<file path="src/rtl/uart_pkg.sv">
// Shared UART receiver definitions: parity modes, receiver states and the
// three-sample majority vote used for every bit decision.
package uart_pkg;

  localparam int unsigned PAR_NONE = 0;
  localparam int unsigned PAR_EVEN = 1;
  localparam int unsigned PAR_ODD  = 2;

  typedef enum logic [2:0] {
    IDLE,
    START,
    DATA,
    PARITY,
    STOP,
    BREAK_WAIT
  } rx_state_e;

  function automatic logic majority3(input logic a, input logic b, input logic c);
    return (a & b) | (a & c) | (b & c);
  endfunction

endpackage

</file>
<file path="src/rtl/uart_rx_sync.sv">
// Two-flop synchroniser for the asynchronous rx pin; both flops reset to RST_VAL.
module uart_rx_sync #(
  parameter logic RST_VAL = 1'b1
) (
  input  logic clk,
  input  logic reset,
  input  logic d_i,
  output logic q_o
);

  logic meta_q;
  logic sync_q;

  always_ff @(posedge clk or negedge reset) begin
    if (!reset) begin
      meta_q <= RST_VAL;
      sync_q <= RST_VAL;
    end else begin
      meta_q <= d_i;
      sync_q <= meta_q;
    end
  end

  assign q_o = sync_q;

endmodule

</file>
<file path="src/rtl/uart_rx_frame.sv">
// Parametrised UART receiver: majority-vote bit sampling, glitch/break handling,
// framing/parity/overrun flags and a valid/ready output register.
module uart_rx_frame
  import uart_pkg::*;
#(
  parameter int unsigned CLKS_PER_BIT = 32,
  parameter int unsigned DATA_BITS    = 8,
  parameter int unsigned PARITY       = 0,
  parameter int unsigned STOP_BITS    = 1
) (
  input  logic                 clk,
  input  logic                 reset,
  input  logic                 rx,
  output logic [DATA_BITS-1:0] data_out,
  output logic                 data_valid,
  input  logic                 data_ready,
  output logic                 frame_err,
  output logic                 parity_err,
  output logic                 overrun,
  output logic                 busy
);

  localparam int unsigned H     = CLKS_PER_BIT / 2;
  localparam int unsigned CNT_W = $clog2(CLKS_PER_BIT);
  localparam int unsigned IDX_W = $clog2(DATA_BITS + 1);

  logic                 rxs;
  rx_state_e            state_q, state_d;
  logic [CNT_W-1:0]     cnt_q, cnt_d;
  logic [IDX_W-1:0]     idx_q, idx_d;
  logic [DATA_BITS-1:0] shreg_q, shreg_d;
  logic                 ferr_q, ferr_d;
  logic                 perr_q, perr_d;
  logic                 s0_q, s1_q;
  logic                 samp_c, dec_c, load_c;

  logic [DATA_BITS-1:0] dout_q;
  logic                 valid_q, fe_q, pe_q, ovr_q, busy_q;

  uart_rx_sync #(.RST_VAL(1'b1)) u_sync (
    .clk   (clk),
    .reset (reset),
    .d_i   (rx),
    .q_o   (rxs)
  );

  // Third vote is taken live at H+1 so the decision lands on the following edge.
  assign samp_c = (cnt_q == CNT_W'(H + 1));
  assign dec_c  = majority3(s0_q, s1_q, rxs);

  always_ff @(posedge clk or negedge reset) begin
    if (!reset) begin
      state_q <= IDLE;
      cnt_q   <= '0;
      idx_q   <= '0;
      shreg_q <= '0;
      ferr_q  <= 1'b0;
      perr_q  <= 1'b0;
      s0_q    <= 1'b1;
      s1_q    <= 1'b1;
    end else begin
      state_q <= state_d;
      cnt_q   <= cnt_d;
      idx_q   <= idx_d;
      shreg_q <= shreg_d;
      ferr_q  <= ferr_d;
      perr_q  <= perr_d;
      if (cnt_q == CNT_W'(H - 1)) s0_q <= rxs;
      if (cnt_q == CNT_W'(H))     s1_q <= rxs;
    end
  end

  always_comb begin
    state_d = state_q;
    cnt_d   = cnt_q;
    idx_d   = idx_q;
    shreg_d = shreg_q;
    ferr_d  = ferr_q;
    perr_d  = perr_q;
    load_c  = 1'b0;

    // Bit timing runs freely across state changes, which happen mid-bit.
    if (state_q != IDLE && state_q != BREAK_WAIT) begin
      cnt_d = (cnt_q == CNT_W'(CLKS_PER_BIT - 1)) ? '0 : cnt_q + 1'b1;
    end

    case (state_q)
      IDLE: begin
        cnt_d  = '0;
        idx_d  = '0;
        ferr_d = 1'b0;
        perr_d = 1'b0;
        if (!rxs) state_d = START;
      end
      START: begin
        if (samp_c) begin
          idx_d   = '0;
          state_d = dec_c ? IDLE : DATA;
        end
      end
      DATA: begin
        if (samp_c) begin
          shreg_d = {dec_c, shreg_q[DATA_BITS-1:1]};
          idx_d   = idx_q + 1'b1;
          if (idx_q == IDX_W'(DATA_BITS - 1)) begin
            idx_d   = '0;
            state_d = (PARITY != PAR_NONE) ? uart_pkg::PARITY : STOP;
          end
        end
      end
      uart_pkg::PARITY: begin
        if (samp_c) begin
          perr_d  = (PARITY == PAR_ODD) ? ~(^shreg_q ^ dec_c) : (^shreg_q ^ dec_c);
          state_d = STOP;
        end
      end
      STOP: begin
        if (samp_c) begin
          if (!dec_c) ferr_d = 1'b1;
          idx_d = idx_q + 1'b1;
          if (idx_q == IDX_W'(STOP_BITS - 1)) begin
            load_c  = 1'b1;
            idx_d   = '0;
            state_d = (shreg_q == '0 && ferr_d) ? BREAK_WAIT : IDLE;
          end
        end
      end
      BREAK_WAIT: begin
        if (rxs) state_d = IDLE;
      end
      default: state_d = IDLE;
    endcase
  end

  // Output register: a load wins over a same-cycle consume.
  always_ff @(posedge clk or negedge reset) begin
    if (!reset) begin
      dout_q  <= '0;
      valid_q <= 1'b0;
      fe_q    <= 1'b0;
      pe_q    <= 1'b0;
      ovr_q   <= 1'b0;
      busy_q  <= 1'b0;
    end else begin
      if (load_c) begin
        dout_q  <= shreg_q;
        fe_q    <= ferr_d;
        pe_q    <= perr_q;
        ovr_q   <= valid_q && !data_ready;
        valid_q <= 1'b1;
      end else if (valid_q && data_ready) begin
        valid_q <= 1'b0;
      end
      busy_q <= (state_d != IDLE);
    end
  end

  assign data_out   = dout_q;
  assign data_valid = valid_q;
  assign frame_err  = fe_q;
  assign parity_err = pe_q;
  assign overrun    = ovr_q;
  assign busy       = busy_q;

endmodule

</file>
<file path="config.mk">
export PLATFORM = sky130hd
export DESIGN_NAME = uart_rx_frame
export DESIGN_NICKNAME = d
export VERILOG_FILES = /design/src/rtl/uart_pkg.sv /design/src/rtl/uart_rx_sync.sv /design/src/rtl/uart_rx_frame.sv
export SDC_FILE = /design/constraint.sdc
export NUM_CORES = 1
export LEC_CHECK = 0
export ABC_AREA = 1
export CORE_ASPECT_RATIO = 1.2
export CORE_MARGIN = 4
export CORE_UTILIZATION = 29
export CTS_BUF_LIST = sky130_fd_sc_hd__clkbuf_4 sky130_fd_sc_hd__clkbuf_8
export CTS_CLUSTER_DIAMETER = 80
export DETAILED_ROUTE_END_ITERATION = 12
export GPL_TIMING_DRIVEN = 0
export PLACE_DENSITY = 0.54
export SLEW_MARGIN = 10
export SYNTH_ARGS = -nofsm -noshare
export SYNTH_HDL_FRONTEND = slang
export SYNTH_SLANG_ARGS = --single-unit
</file>
<file path="constraint.sdc">
create_clock -name clk -period 1.7 [get_ports clk]
set_input_delay 0.17 -clock clk [delete_from_list [all_inputs] [get_ports clk]]
set_output_delay 0.17 -clock clk [all_outputs]
set_load 0.02 [all_outputs]
</file>
==> flow_summary.ini <==
[outcome]
status = finished clean

[cts]
post-cts-setup-buffer-count = 0
clock_latency_ns = 0.29
cts_buffers = 5
cts.clk_slew.worst_paths_ns = 0.07
tritoncts = yes
clockBufferDepth = 2
cts_root_buffer = clkbuf_8
clock_sinks = 39
cts_max_level = 2

[logic_synthesis]
synth.ff_latch_count = 39
synth_top_area_share_pct = 43.8
syn_inst = 231
syn-cell-area_um2 = 2000
synth.avg_cell_area_um2 = 8.65
yosysTopAreaCell = dfrtp_1
synth_warnings = 0
yosys.cell_types.count = 27
synth_nets = 246
ys_top_cells_by_area = dfrtp_1, nand2_1, ha_1
synth-seq-area-share_pct = 49.1

[floorplanning]
die_area_um2 = 8290
fp.dieW_um = 83.8
rows = 32
dieHeight_um = 98.9
coreArea_um2 = 6570
start_util_pct = 30.4
pin_count = 17

[global_route]
grt_pass1_vias = 1503
grtUsageTotal_pct = 10.2
grt_max_degree = 21
antenna_found_initial = 0
overflow = 0
grt_pass1_wl_mm = 6.86

[routing]
via_per_inst = 4.35
wire_per_inst_um = 10.9
firstDrtPassIters = 4
ant_nets = 0
drt-total-wl_mm = 3.72
dr_total_vias = 1485
route.detailed.drc = 0
drt_iter0_drc = 66

[sta]
min_period_over_period_pct = 90.3
hold_ws_ns = 0.311
skew_ns = 0.00524
maxSlewHeadroom_pct = 66.1
setup_viol = 0
worstMarginPinSlew_ns = 0.508
report.final.slew_viol_count = 0
hold_viol = 0
period_minus_slack_ns = 1.54
fmax_mhz = 651
rsz0062_at_grt = false

[finish]
layout.nets = 271
layout.cells.non_filler = 341
area_growth_pct = 19.3
n_antenna_cell = 0
drive_gt1_share_pct = 14.5
final_cell_mix = nand2_1, dfrtp_1, inv_1, nand3_1, o21ai_0
final_common_cell = nand2_1

[power_and_ir_drop]
vdd_drop_max_uv = 436
power.density_nw_per_um2 = 1140
leakage_uw = 0.00114
total_power_uw = 2710

[placement]
dp.cells = 333
numPortBuffers = 16
hpwlAfterDp_mm = 2.89
gp_congestion = 0.730

[worst_setup_path]
crit_type = flip-flop to flip-flop
worstPathRequired_ns = 1.93
crit_path_start_kind = flip-flop
rrSetupSlack_ns = 0.16
endpoint_kind = flip-flop
crit_path_max_fanout = 8
crit_arrival_ns = 1.76

[min_path]
min_path_type = primary input to flip-flop

[run]
cap_violations = 0
==> final timing paths <==
path,cells past startpoint,to,start
worst max-delay path,10,busy$_DFF_PN0_,cnt_q[1]$_DFFE_PN0P_
worst min register to register,0,u_sync.q_o$_DFF_PN1_,u_sync.meta_q$_DFF_PN1_
max in group asynchronous,3,u_sync.meta_q$_DFF_PN1_,reset
min in group asynchronous,2,data_out[6]$_DFFE_PN0P_,reset
worst min-delay path,1,u_sync.meta_q$_DFF_PN1_,rx
worst max register to register,10,busy$_DFF_PN0_,cnt_q[1]$_DFFE_PN0P_
==> report_power, final <==
part	switching, uW	total [uW]	internal [uW]
sequential	126	1230	1110
clock	304	622	318
combinational	522	854	332
==> flip-flops by register name (all words and copies together), names as in the netlist, 3 cells and up <==
signal	flops
cnt_q	5
state_q	3
idx_q	4
data_out	8
shreg_q	8
==> cells by family (layout without fill, tap and decap cells) <==
kind of cell	after synthesis	after routing	synth area share (%)
fa+ha+maj	11	11	6.89
flops	39	39	49.1
simple gates	105	105	22.7
xor+xnor	5	5	2.19
buf+inv	35	60	7.70
compound gates	36	36	11.4
==> synthesized netlist by cell type (all sizes together) <==
library cell	instances
dfrtp	35
a22oi	1
xor2	3
nand3	18
nand4	1
a21oi	4
o211ai	1
ha	11
inv	32
o22ai	2
nand3b	1
nor3	1
o21ai	27
nand2	68
xnor2	2
dfstp	4
nor2	16
a21o	1
buf	3
==> what timing repair did <==
action	4_1_cts	5_1_grt
hold buffers	1	0
gates resized for setup	0	0
hold endpoints to repair	19	0
endpoints found under the setup margin	0	0
==> metal layers <==
metal / global-route usage, % / part of all wire [%] / vias up
li1: - / - / 785
met1: 12.2 / 46 / 672
met2: 17.0 / 49 / 20
met3: 3.01 / 3.6 / 8
met4: 4.46 / 2.1 / 0
met5: 0 / 0 / -
==> worst max-delay path: stages (launching register included) <==
cell,delay (ns)
dfrtp_1,0.40
inv_1,0.10
ha_1,0.19
nand2_1,0.09
nor2_4,0.22
nand2_4,0.12
nor2_1,0.12
nor2_1,0.06
nand2_2,0.08
nor2_1,0.04
nand2_1,0.06
==> area by class of cell <==
type | count | area, um2
multi-input combinational | 157 | 863
inverter | 32 | 120
clock buffer | 6 | 82.6
buffer | 3 | 33.8
sequential | 39 | 981
tap | 85 | 106
timing repair buffer | 18 | 193
clock inverter | 1 | 5.00
fill | 700 | 4180
==> metrics by stage <==
step / setup WS, ns / TNS, ns / area [um2] / util, %
floorplan: 0.373 / 0 / 2000 / -
global placement: -0.598 / -21.61 / 2260 / 34.5
detailed placement: 0.173 / 0 / 2290 / 34.8
CTS: 0.157 / 0 / 2380 / 36.3
global route: 0.0167 / 0 / 2380 / 36.3
finish: 0.165 / 0 / 2380 / 36.3
Note: power is estimated with default switching activity, not from simulation.
